**src/rtl/ripple_count_sampler_if.sv**
```systemverilog
// Valid/ready hand-off of accepted counter values to the next stage.
interface ripple_count_sampler_if #(
  parameter int WIDTH = 4
);
  logic [WIDTH-1:0] out_data;
  logic             out_valid;
  logic             out_ready;

  modport master (output out_data, output out_valid, input out_ready);
  modport slave  (input out_data, input out_valid, output out_ready);
endinterface

```
**src/rtl/ripple_count_sampler.sv**
```systemverilog
// Samples an asynchronous ripple-counter bus, rejects transients, flags match/wrap
// events and hands each newly accepted value to a one-entry valid/ready buffer.
module ripple_count_sampler #(
  parameter int WIDTH         = 4,
  parameter int STABLE_CYCLES = 2,
  parameter int WRAP_W        = 8
) (
  input  logic                  clk,
  input  logic                  reset,
  input  logic [WIDTH-1:0]      q_in,
  input  logic                  cmp_en,
  input  logic [WIDTH-1:0]      cmp_value,
  ripple_count_sampler_if.master out_bus,
  output logic                  match_pulse,
  output logic                  wrap_pulse,
  output logic [WRAP_W-1:0]     wrap_count,
  output logic                  overrun
);

  localparam int CNT_W = (STABLE_CYCLES > 1) ? $clog2(STABLE_CYCLES) : 1;
  localparam logic [CNT_W-1:0] STAB_MAX = CNT_W'(STABLE_CYCLES - 1);

  function automatic logic [WRAP_W-1:0] sat_inc(input logic [WRAP_W-1:0] v);
    return (&v) ? v : v + 1'b1;
  endfunction

  logic [WIDTH-1:0] s1_p0;
  logic [WIDTH-1:0] s2_p1;
  logic [WIDTH-1:0] cand_p2;
  logic [CNT_W-1:0] stab_cnt;
  logic [WIDTH-1:0] cur;
  logic             cur_valid;
  logic             accept;
  logic             xfer;

  assign accept = (s2_p1 == cand_p2) && (stab_cnt == STAB_MAX) &&
                  ((cand_p2 != cur) || !cur_valid);
  assign xfer   = out_bus.out_valid && out_bus.out_ready;

  always_ff @(posedge clk) begin
    if (reset) begin
      s1_p0             <= '0;
      s2_p1             <= '0;
      cand_p2           <= '0;
      stab_cnt          <= '0;
      cur               <= '0;
      cur_valid         <= 1'b0;
      out_bus.out_data  <= '0;
      out_bus.out_valid <= 1'b0;
      match_pulse       <= 1'b0;
      wrap_pulse        <= 1'b0;
      wrap_count        <= '0;
      overrun           <= 1'b0;
    end else begin
      // p0/p1: two-flop synchronizer for the asynchronous counter bus
      s1_p0 <= q_in;
      s2_p1 <= s1_p0;

      // p2: candidate must stay unchanged for STABLE_CYCLES edges before acceptance
      match_pulse <= 1'b0;
      wrap_pulse  <= 1'b0;
      if (s2_p1 != cand_p2) begin
        cand_p2  <= s2_p1;
        stab_cnt <= '0;
      end else if (accept) begin
        cur       <= cand_p2;
        cur_valid <= 1'b1;
        // Events fire even when the buffer has to drop the value.
        if (cur_valid && (cand_p2 < cur)) begin
          wrap_pulse <= 1'b1;
          wrap_count <= sat_inc(wrap_count);
        end
        match_pulse <= cmp_en && (cand_p2 == cmp_value);
      end else if (stab_cnt < STAB_MAX) begin
        stab_cnt <= stab_cnt + 1'b1;
      end

      // p3: single-entry output buffer
      if (accept) begin
        if (!out_bus.out_valid || xfer) begin
          out_bus.out_data  <= cand_p2;
          out_bus.out_valid <= 1'b1;
        end else begin
          overrun <= 1'b1;
        end
      end else if (xfer) begin
        out_bus.out_valid <= 1'b0;
      end
    end
  end

endmodule

```
**src/flat_wrapper.sv**
```systemverilog
// flat-port wrapper written by rule: the top's interface ports become plain ports
module ripple_count_sampler_flat 
#(
  parameter int WIDTH         = 4,
  parameter int STABLE_CYCLES = 2,
  parameter int WRAP_W        = 8
)
  (clk, reset, q_in, cmp_en, cmp_value, match_pulse, wrap_pulse, wrap_count, overrun, out_bus_out_data, out_bus_out_valid, out_bus_out_ready);
  ripple_count_sampler_if #(.WIDTH(WIDTH)) out_bus_i ();
  input  logic clk;
  input  logic reset;
  input  logic [WIDTH-1:0] q_in;
  input  logic cmp_en;
  input  logic [WIDTH-1:0] cmp_value;
  output logic match_pulse;
  output logic wrap_pulse;
  output logic [WRAP_W-1:0] wrap_count;
  output logic overrun;
  output wire logic [$bits(out_bus_i.out_data)-1:0] out_bus_out_data;
  output wire logic [$bits(out_bus_i.out_valid)-1:0] out_bus_out_valid;
  input wire logic [$bits(out_bus_i.out_ready)-1:0] out_bus_out_ready;
  assign out_bus_out_data = out_bus_i.out_data;
  assign out_bus_out_valid = out_bus_i.out_valid;
  assign out_bus_i.out_ready = out_bus_out_ready;
  ripple_count_sampler #(.WIDTH(WIDTH), .STABLE_CYCLES(STABLE_CYCLES), .WRAP_W(WRAP_W)) u_core (.clk(clk), .reset(reset), .q_in(q_in), .cmp_en(cmp_en), .cmp_value(cmp_value), .out_bus(out_bus_i), .match_pulse(match_pulse), .wrap_pulse(wrap_pulse), .wrap_count(wrap_count), .overrun(overrun));
endmodule
```
**config.mk**
```make
export PLATFORM = sky130hd
export DESIGN_NAME = ripple_count_sampler_flat
export DESIGN_NICKNAME = d
export VERILOG_FILES = /design/src/rtl/ripple_count_sampler_if.sv /design/src/rtl/ripple_count_sampler.sv /design/src/flat_wrapper.sv
export SDC_FILE = /design/constraint.sdc
export NUM_CORES = 1
export LEC_CHECK = 0
export ABC_CLOCK_PERIOD_IN_PS = 3000
export CAP_MARGIN = 20
export CORE_AREA = 4 4 74 76
export CTS_BUF_LIST = sky130_fd_sc_hd__clkbuf_8 sky130_fd_sc_hd__clkbuf_16
export CTS_CLUSTER_DIAMETER = 200
export DETAILED_ROUTE_END_ITERATION = 10
export DIE_AREA = 0 0 78 80
export GPL_TIMING_DRIVEN = 0
export MAX_ROUTING_LAYER = met4
export SLEW_MARGIN = 40
export SYNTH_ARGS = -nofsm -noshare
export SYNTH_HDL_FRONTEND = slang
export SYNTH_SLANG_ARGS = --single-unit
```
**constraint.sdc**
```tcl
create_clock -name clk -period 3 [get_ports clk]
set_clock_uncertainty 0.2 [all_clocks]
set_input_delay 0.45 -clock clk [delete_from_list [all_inputs] [get_ports clk]]
set_output_delay 0.45 -clock clk [all_outputs]
set_load 0.01 [all_outputs]
```
==> results.ini <==
[yosys]
syn_avg_cell_area_sq_um=8.88
synth_flop_cell=dfxtp_1
ys_ff_latch=34
synth_nets=176
synth-adder-area-share_pct=4.43
synth_compound_area_share_pct=11.3
syn-instance-count=159
yosys_warnings=0
netlist-cell-type-count=30
synth_edf_count=0
synth_top_family_by_area=simple AND/OR/NAND/NOR gates
synth_xor_area_share_pct=4.96
async_flop_share_pct=0
syn_area_sq_um=1410
synthMuxAreaShare_pct=2.30
yosys.area_share.simple_pct=24.6
seq_area_frac_synth_pct=48.2

[clock_tree]
cts_inserted_buffers=5
cts-root-buf=clkbuf_8
clockBufferDepth=2
clock-sinks=34
htreeDepth=2
post_cts_buffers=0
postCtsHoldBufs=0
clk_latency_ns=0.29
tritoncts=done
clk_pin_slew_ns=0.07
ctsResizeCount=0

[detailed_routing]
drtIter0Drc=57
vias=1126
wl_per_cell_um=11.5
ant_nets=0
drcViolationCount=0
firstDrtPassIters=4
routed_wl_um=2990
via_per_inst=4.31

[worst_setup_path]
crit_fanout=10
cpLargestDelayFamily=simple AND/OR/NAND/NOR gates
arrival_ns=2.33
max_stage_delay_ns=0.44
worst_setup_path_start_kind=register
timing.critical_path.buf_inv=2
crit_chain=inv_1 -> ha_1 -> nand3_1 -> o21ai_0 -> or2_4 -> buf_4 -> nor3_1 -> mux2_2
end_kind=register
crit_slowest_cell=dfxtp_1
crit_required_ns=2.98
crit_type=reg -> reg

[placement]
post-dp-hpwl_um=2130
portBuffers=27
routabilityCongestion=0.800

[sta]
relSlewSlack_pct=64.7
tns_ns=0
timing.hold.ws_ns=0.234
setup_viol=0
fin_crit_sh_pct=78.1
period_minus_slack_ns=2.34
timing.fmax_ghz=0.427
worst_pin_slew_ns=0.525
rsz0062_at_grt=no
maxSlewViolCount=0
hold_violations=0

[floorplanning]
die_w_um=78
io_pins=28
num_rows=25
initial_core_util_pct=29.9
core-area_sq_um=4720
die_height_um=80
die_area_sq_um=6240

[layout]
post-route-util_pct=40.3
multi_input_area_sq_um=673
final_layout_size_suffix_gt1_share_pct=7.73
num_antenna_cells=0
area_growth_pct=34.8
fill_cells=490
final_nets=210
regArea_sq_um=681
layout_commonest_cell=dfxtp_1
most-common-layout-cells=34 x dfxtp_1, 27 x clkdlybuf4s50_1, 20 x nand2_1, 16 x nor2b_1, 13 x a21oi_1

[global_route]
grt_pass1_vias=1065
grt_pass1_wl_um=4960
grt_max_degree=13
overflow=0
grt_usage_pct=10.8
antenna_found_initial=0

[hold_path]
hold_class=reg -> reg

[pwr]
vdd_drop_max_mv=0.286
p_per_area_nw_per_um2=554
power.leakage_nw=0.658

[outcome]
status=complete, no violations

[job]
cap_violations=0

[per-stage QoR]
step / total power, mW / setup slack, ns / std cells / instance area, sq um
2_1_floorplan: 0.524 / 0.872 / 159 / 1410
3_3_place_gp: 0.556 / 0.652 / 253 / 1770
3_5_place_dp: 0.556 / 0.671 / 253 / 1770
4_1_cts: 1.07 / 0.652 / 261 / 1900
5_1_grt: 1.10 / 0.477 / 261 / 1900
6_report: 1.05 / 0.657 / 261 / 1900
[area by class of cell]
cell class	instances	share of cell area, %
Buffer	5	1.25
Clock buffer	5	3.62
Clock inverter	3	3.62
Inverter	9	1.78
Multi-Input combinational cell	111	35.4
Sequential cell	34	35.8
Tap cell	67	4.40
Timing Repair Buffer	27	14.2
[worst register-to-register path, stage by stage, from the launching register on]
cell     delay, ns
dfxtp_1       0.44
inv_1         0.07
ha_1          0.26
nand3_1       0.07
o21ai_0       0.12
or2_4         0.28
buf_4         0.18
nor3_1        0.25
mux2_2        0.36
[final timing paths]
path              depth (start not counted)                            from  slack (ns)                           endpoint
setup / recovery                          8  u_core.cand_p2[0]$_SDFFE_PP0P_        0.66  u_core.wrap_count[5]$_SDFFE_PP0P_
hold reg to reg                           1      u_core.s1_p0[1]$_SDFF_PP0_        0.23         u_core.s2_p1[1]$_SDFF_PP0_
hold / removal                            1      u_core.s1_p0[1]$_SDFF_PP0_        0.23         u_core.s2_p1[1]$_SDFF_PP0_
setup reg to reg                          8  u_core.cand_p2[0]$_SDFFE_PP0P_        0.66  u_core.wrap_count[5]$_SDFFE_PP0P_
[power breakdown]
| group | internal (mW) | leakage (nW) | switching (mW) | total (mW) |
|---|---|---|---|---|
| registers | 0.462 | 0.276 | 0.00669 | 0.469 |
| logic | 0.0367 | 0.314 | 0.0393 | 0.0760 |
| clock network | 0.333 | 0.0683 | 0.176 | 0.509 |
| total | 0.832 | 0.658 | 0.222 | 1.05 |
[registers in the layout, summed over array words and instances, names as in the netlist]
register and flops:
u_core.cand_p2 4, u_core.cur 4, u_core.cur_valid 1, u_core.match_pulse 1, u_core.out_bus.out_data 4, u_core.out_bus.out_valid 1, u_core.overrun 1, u_core.s1_p0 4
u_core.s2_p1 4, u_core.stab_cnt 1, u_core.wrap_count 8, u_core.wrap_pulse 1
[logic make-up (layout without fill, tap and decap cells)]
kind of cell,after synthesis,count (layout)
xor+xnor,8,8
simple gates,68,68
fa+ha+maj,5,5
compound gates,27,27
buf+inv,14,49
mux,3,3
flops,34,34
[synth_stat cells (3+ instances only)]
master   count  share of area (%)
o21ai_0      6                2.1
nor2_1       9                2.4
ha_1         5                4.4
nor3_1       5                1.8
nand3_1      8                2.8
inv_1        9                2.4
xnor2_1      7                4.3
dfxtp_1     34                 48
a21oi_1     13                4.6
and3_1       3                1.3
nor2b_1     16                7.1
nand2_1     20                5.3
[metal layers]
metal	GRT usage [%]	part of all wire, %
met5	-	0
met4	6.82	2.7
met3	3.50	5.7
met2	14.4	40
met1	14.1	51
Power figures use the tool's default switching activity.
